$ cat src/rtl/alu_mul_sequencer.sv
// Shift-and-add 8x8 unsigned multiplier that sequences an external 8-bit ALU.
// One ADD/SHIFT pair per multiplier bit; fixed latency regardless of operands.
module alu_mul_sequencer #(
    parameter logic [3:0] OP_PASS_A      = 4'd0,
    parameter logic [3:0] OP_SHIFT_RIGHT = 4'd2,
    parameter logic [3:0] OP_ADD         = 4'd5
) (
    input  logic        clk,
    input  logic        reset,
    input  logic        req_valid,
    output logic        req_ready,
    input  logic [7:0]  req_a,
    input  logic [7:0]  req_b,
    output logic        rsp_valid,
    input  logic        rsp_ready,
    output logic [15:0] rsp_product,
    output logic [3:0]  alu_op,
    output logic [7:0]  alu_a,
    output logic [7:0]  alu_b,
    input  logic [7:0]  alu_out,
    input  logic        alu_carry
);

    localparam logic [1:0] StIdle  = 2'd0;
    localparam logic [1:0] StAdd   = 2'd1;
    localparam logic [1:0] StShift = 2'd2;
    localparam logic [1:0] StDone  = 2'd3;

    logic [1:0]  state_q, state_d;
    logic [7:0]  md_q, md_d;
    logic [7:0]  ph_q, ph_d;
    logic [7:0]  ml_q, ml_d;
    logic        cs_q, cs_d;
    logic [2:0]  cnt_q, cnt_d;
    logic        rsp_valid_q, rsp_valid_d;
    logic [15:0] rsp_product_q, rsp_product_d;

    always_comb begin
        state_d       = state_q;
        md_d          = md_q;
        ph_d          = ph_q;
        ml_d          = ml_q;
        cs_d          = cs_q;
        cnt_d         = cnt_q;
        rsp_valid_d   = rsp_valid_q;
        rsp_product_d = rsp_product_q;
        unique case (state_q)
            StIdle: begin
                if (req_valid) begin
                    md_d    = req_a;
                    ml_d    = req_b;
                    ph_d    = 8'd0;
                    cs_d    = 1'b0;
                    cnt_d   = 3'd0;
                    state_d = StAdd;
                end
            end
            StAdd: begin
                // PASS_A leaves CarryOut undefined, so only a real add may set cs.
                if (ml_q[0]) begin
                    ph_d = alu_out;
                    cs_d = alu_carry;
                end else begin
                    cs_d = 1'b0;
                end
                state_d = StShift;
            end
            StShift: begin
                ph_d  = {cs_q, alu_out[6:0]};
                ml_d  = {alu_carry, ml_q[7:1]};
                cnt_d = cnt_q + 3'd1;
                if (cnt_q == 3'd7) begin
                    state_d       = StDone;
                    rsp_valid_d   = 1'b1;
                    rsp_product_d = {cs_q, alu_out[6:0], alu_carry, ml_q[7:1]};
                end else begin
                    state_d = StAdd;
                end
            end
            StDone: begin
                if (rsp_ready) begin
                    state_d     = StIdle;
                    rsp_valid_d = 1'b0;
                end
            end
            default: state_d = StIdle;
        endcase
    end

    always_ff @(posedge clk or posedge reset) begin
        if (reset) begin
            state_q       <= StIdle;
            md_q          <= 8'd0;
            ph_q          <= 8'd0;
            ml_q          <= 8'd0;
            cs_q          <= 1'b0;
            cnt_q         <= 3'd0;
            rsp_valid_q   <= 1'b0;
            rsp_product_q <= 16'd0;
        end else begin
            state_q       <= state_d;
            md_q          <= md_d;
            ph_q          <= ph_d;
            ml_q          <= ml_d;
            cs_q          <= cs_d;
            cnt_q         <= cnt_d;
            rsp_valid_q   <= rsp_valid_d;
            rsp_product_q <= rsp_product_d;
        end
    end

    // ALU controls depend only on state and registers, never on req_*.
    always_comb begin
        alu_op = OP_PASS_A;
        alu_a  = 8'd0;
        alu_b  = 8'd0;
        unique case (state_q)
            StAdd: begin
                alu_op = ml_q[0] ? OP_ADD : OP_PASS_A;
                alu_a  = ph_q;
                alu_b  = md_q;
            end
            StShift: begin
                alu_op = OP_SHIFT_RIGHT;
                alu_a  = ph_q;
            end
            default: ;
        endcase
    end

    assign req_ready   = (state_q == StIdle);
    assign rsp_valid   = rsp_valid_q;
    assign rsp_product = rsp_product_q;

endmodule

$ cat config.mk
export PLATFORM = sky130hd
export DESIGN_NAME = alu_mul_sequencer
export DESIGN_NICKNAME = d
export VERILOG_FILES = /design/src/rtl/alu_mul_sequencer.sv
export SDC_FILE = /design/constraint.sdc
export NUM_CORES = 1
export LEC_CHECK = 0
export ABC_AREA = 1
export BUFFER_PORTS_ARGS = -buffer_cell sky130_fd_sc_hd__clkbuf_2
export CORE_MARGIN = 1.5
export CORE_UTILIZATION = 45
export DETAILED_ROUTE_END_ITERATION = 6
export GPL_ROUTABILITY_DRIVEN = 0
export PLACE_DENSITY_LB_ADDON = 0.3
export SLEW_MARGIN = 20
export SYNTH_ARGS = -nofsm -noshare
export SYNTH_HDL_FRONTEND = slang
export SYNTH_SLANG_ARGS = --single-unit
$ cat constraint.sdc
create_clock -name clk -period 4.3 [get_ports clk]
set_input_delay 0.215 -clock clk [delete_from_list [all_inputs] [get_ports clk]]
set_output_delay 0.215 -clock clk [all_outputs]
set_load 0.01 [all_outputs]
# Word level (Yosys, flattened, before mapping)
# Index checks and enable logic that the tools add are counted.
[op_classes]
add_sub_neg = 1
eq_ne = 8
mux = 21
n_reduce_logical = 13
[op_table]
columns = ["operator", "count"]
rows = [
  ["two-way mux 8 bit", 5],
  ["one-hot mux 8 bit (3 select lines)", 1],
  ["one-hot mux 8 bit (2 select lines)", 1],
  ["one-hot mux 3 bit (2 select lines)", 2],
  ["AND reduction 2 bit", 5],
  ["!= test 2 bit (second input constant)", 4],
  ["one-hot mux 2 bit (4 select lines)", 1],
  ["two-way mux 2 bit", 3],
  ["two-way mux 3 bit", 2],
  ["AND reduction 3 bit", 2],
  ["nonzero test 2 bit", 3],
  ["equality test 2 bit (second input constant)", 2],
  ["two-way mux 1 bit", 4],
  ["one-hot mux 1 bit (2 select lines)", 2],
  ["adder 3 x 1 -> 3 bit (second input constant)", 1],
  ["equality test 3 bit (second input constant)", 1],
  ["nonzero test 3 bit", 1],
  ["equality test 2 x 1 -> 1 bit (second input constant)", 1],
  ["logical NOT 2 bit", 1],
  ["OR reduction 2 bit", 1],
]
[totals]
regBits = 47
inputBits = 29
output_inout_bits = 38
word_cells = 51

# Logic depth before layout (Yosys ltp)
[logic_depth]
ltp_word = 3
depth_mapped = 8
ltp_nobuf = 7

# Least setup slack after synthesis
# Ideal clock, no wire load.
[synth_timing]
path_kind = "register to output"
start = "reg state_q[0]"
end = "out alu_op[2]"
arrival_ns = 1.499
t_required_ns = 4.085
setup_slack_ns = 2.586
path_stages_with_launch = 7
n_path_buf = 2
path_cell_list = "dfrtp_1 -> inv_1 -> ha_1 -> clkbuf_2 -> inv_1 -> nor3_1 -> buf_4"
[synth_via]
elab_chain_len = 2
elab_cells_between_ends = 3
cone_classes = "2 x eq/ne; 1 x mux"
[synth_lines]
columns = ["element", "line_no", "source"]
rows = [
  ["start, declared", "29", "logic [1:0] state_q, state_d;"],
  ["start signal, assigned", "92", "state_q <= StIdle;"],
  ["start signal, assigned", "101", "state_q <= state_d;"],
  ["equality test 2 bit or equality test 2 x 1 -> 1 bit (tied branches)", "117", "unique case (state_q)"],
  ["one-hot mux 3 bit (2 select lines) *", "117", ""],
  ["end, declared", "17", "output logic [3:0] alu_op,"],
]
# Mark *: on every way between the ends. The rest lies on a longest branch, timed or not.

# Worst setup path after layout
[layout_timing]
start = "reg state_q[1]"
end = "out alu_op[0]"
# The elaborated chain is that of the path after synthesis.

==> results by group <==
CTS
  – # H-tree levels: 2
  – Clock sink count: 47
  – CTS hold repair buffers: 0
  – Post-CTS Resized: 0
  – Post-CTS Setup Bufs: 0
  – CTS root buf: clkbuf_8
  – Reg clk slew, reported paths: 0.08 ns
  – CTS tree: yes
  – Clk_lat worst skew: 0.30 ns
  – Num CTS Buffers: 5
  – Maximum buffer depth of the clock tree: 2

STA
  – Measured slew at the worst slew-check pin: 0.978 ns
  – Slew Limit Fails: 0
  – Setup violations, final: 0
  – Fin Setup TNS: 0 ns
  – FMAX: 445 MHz
  – Fin crit share: 52.3%
  – Worst hold margin: 0.104 ns
  – RSZ-0062 raised after global routing: false
  – Final Critical Period: 2.25 ns
  – Final Hold Vio Count: 0
  – Slew headroom: 34.7%
  – Worst Clk Skew: 0.00376 ns

Floorplan
  – Die width: 75.9 um
  – Die area: 5760 um^2
  – Cell Rows: 26
  – Core Region: 5110 um^2
  – # IOs: 67
  – Height of the die: 75.9 um
  – Initial cell density of the core: 46.8%

Logic synthesis
  – Mux contribution to synthesized area: 0%
  – Post-Synthesis Cells: 299
  – Area leader, netlist: dfrtp_1
  – Synth Area in XOR/XNOR: 0%
  – Synthesized area per cell: 8.00 um^2
  – Count leader, synth: nand2_1
  – Post-synth ARST share: 100%
  – Post-synthesis adder-cell area fraction: 4.18%
  – Syn. warnings: 0
  – Synthesis-stage register bit count: 47
  – Sequential area share after synthesis: 49.2%
  – Synth top area cells: dfrtp_1, nand2_1, inv_1
  – Post-Syn Nets: 336
  – Post-synthesis cell area: 2390 um^2
  – Netlist cell types: 25
  – Synth Flop Type: dfrtp_1
  – EDFF count, synth: 0
  – Largest family of logic cells by synthesized area: simple AND/OR/NAND/NOR gates
  – Simple-gate portion of the synthesized area: 29.7%
  – Post-synth top cells: nand2_1, dfrtp_1, inv_1
  – Compound-Gate Fraction of Synth Area: 6.54%
  – Synth top area share: 49.2%

Worst hold path
  – Worst hold path type: input port to register

Critical path
  – Worst stage delay on the critical path: 0.61 ns
  – CP Class: register to output pin
  – Most frequent CP cell: inv_1
  – CP arrival: 2.03 ns
  – Crit. End Element: output pin
  – Required time of the critical path: 4.09 ns
  – Largest fanout on the critical path: 16
  – Crit path max-delay family: adder cells
  – Slowest CP cell: ha_1
  – CP startpoint kind: register
  – Buf/Inv on CP: 3
  – Critical Path, Cell by Cell: inv_1, ha_1, inv_1, nor3_1, clkbuf_2

Routing
  – Drt via density: 4.60
  – Drt first-iter violations: 113
  – Vias: 1975
  – Post-route ant nets: 0
  – Pre-Repair DR Iteration Count: 4
  – Drt wl/cell: 11.0 um
  – Detailed Route WL: 4710 um
  – Drc violations: 0

Placed design
  – Placed cell count: 421
  – I/O Buffers: 65
  – DPL Wire Length: 3330 um

Global route
  – Pin count of the biggest net entering global routing: 48
  – Vias in the first global route: 1876
  – Initial antenna violation count: 0
  – Gr ovfl total: 0
  – First-pass GRT wire length: 8340 um
  – Gr usage total: 17.9%

Power
  – Tot Pwr: 1730 uW
  – Max VDD drop: 0.000363 V
  – P_leak: 0.00167 uW
  – Cell Pwr Density: 610 nW/um^2

Run
  – Max Cap Viol: 0

Cells and area
  – Synthesis-to-finish area growth: 18.3%
  – Core Util, Final: 55.4%
  – Final Net Count: 395
  – Cell Count, Final, Fillers Out: 429
  – Filler cell count: 500
  – Antenna fix cells: 0
  – Layout cell share with drive strength beyond 1: 26.5%

Outcome
  – Outcome: finished, final reports clean
==> registers in the layout, indices dropped and copies added, names as in the netlist <==
signal and cells:
rsp_product 16, ph_q 8, ml_q 8, cs_q 1, cnt_q 3, state_q 2
rsp_valid 1, md_q 8
==> path summary, 6_finish.rpt <==
| path | endpoint | startpoint | slack [ns] | cells after the start |
|---|---|---|---|---|
| worst max-delay path | alu_op[0] | state_q[1] | 2.05 | 5 |
| worst min-delay path | md_q[7] | req_a[7] | 0.10 | 3 |
| worst max register to register | state_q[1] | state_q[0] | 2.23 | 6 |
| worst min register to register | ph_q[2] | ph_q[2] | 0.48 | 2 |
| max in group asynchronous | md_q[6] | reset | 3.57 | 2 |
| min in group asynchronous | rsp_product[3] | reset | 0.12 | 2 |
==> cell usage in the layout (no fill, tap or decap), drive strengths merged <==
master | Yosys | layout
clkbuf | 1 | 71
conb | 1 | 1
ha | 8 | 8
nand3 | 23 | 23
o211ai | 1 | 1
clkinv | 0 | 1
nor3 | 2 | 2
bufinv | 0 | 1
nor2 | 11 | 11
dfrtp | 47 | 47
or2 | 8 | 8
nand2 | 122 | 122
o21ai | 22 | 22
inv | 40 | 40
a21oi | 1 | 1
==> worst min-delay path: cells and delay by family <==
family	cells	cell delay, ns
and+or+nand+nor	2	0.08
buffers and inverters	1	0.07
==> report_power, final <==
group          leakage [uW]  internal [uW]  switching [uW]
Clock             0.0000612            188             148
Sequential         0.000581            570            65.5
Combinational       0.00103            258             497
==> stage by stage <==
| stage | instance area [um^2] | setup slack [ns] |
|---|---|---|
| finish | 2830 | 2.05 |
| detailed placement | 2710 | 1.75 |
| global route | 2830 | 1.86 |
| floorplan | 2390 | 2.59 |
| CTS | 2830 | 1.73 |
| global placement | 2710 | 1.90 |
==> cell type report <==
type	instances	area, um^2	area share, %
inverters	40	150	5.31
flip-flops and latches	47	1180	41.6
well taps	70	87.6	3.10
clock buffers	6	82.6	2.92
multi-input cells	199	972	34.4
repair buffers	65	325	11.5
clock inverters	2	35.0	1.24
==> cell families after synthesis <==
group,after synthesis
AO/OA/AOI/OAI,24
AND/OR/NAND/NOR,166
flip-flops,47
buffers and inverters,53
adder cells (fa/ha/maj),8
other,1
==> layer usage <==
| layer | global-route usage, % | up-vias | share of wire, % |
|---|---|---|---|
| li1 | - | 1020 | - |
| met1 | 22.7 | 901 | 47 |
| met2 | 30.3 | 46 | 46 |
| met3 | 4.58 | 8 | 5.4 |
| met4 | 5.56 | 0 | 1.6 |
| met5 | 0 | - | 0 |
Power figures use the tool's default switching activity.
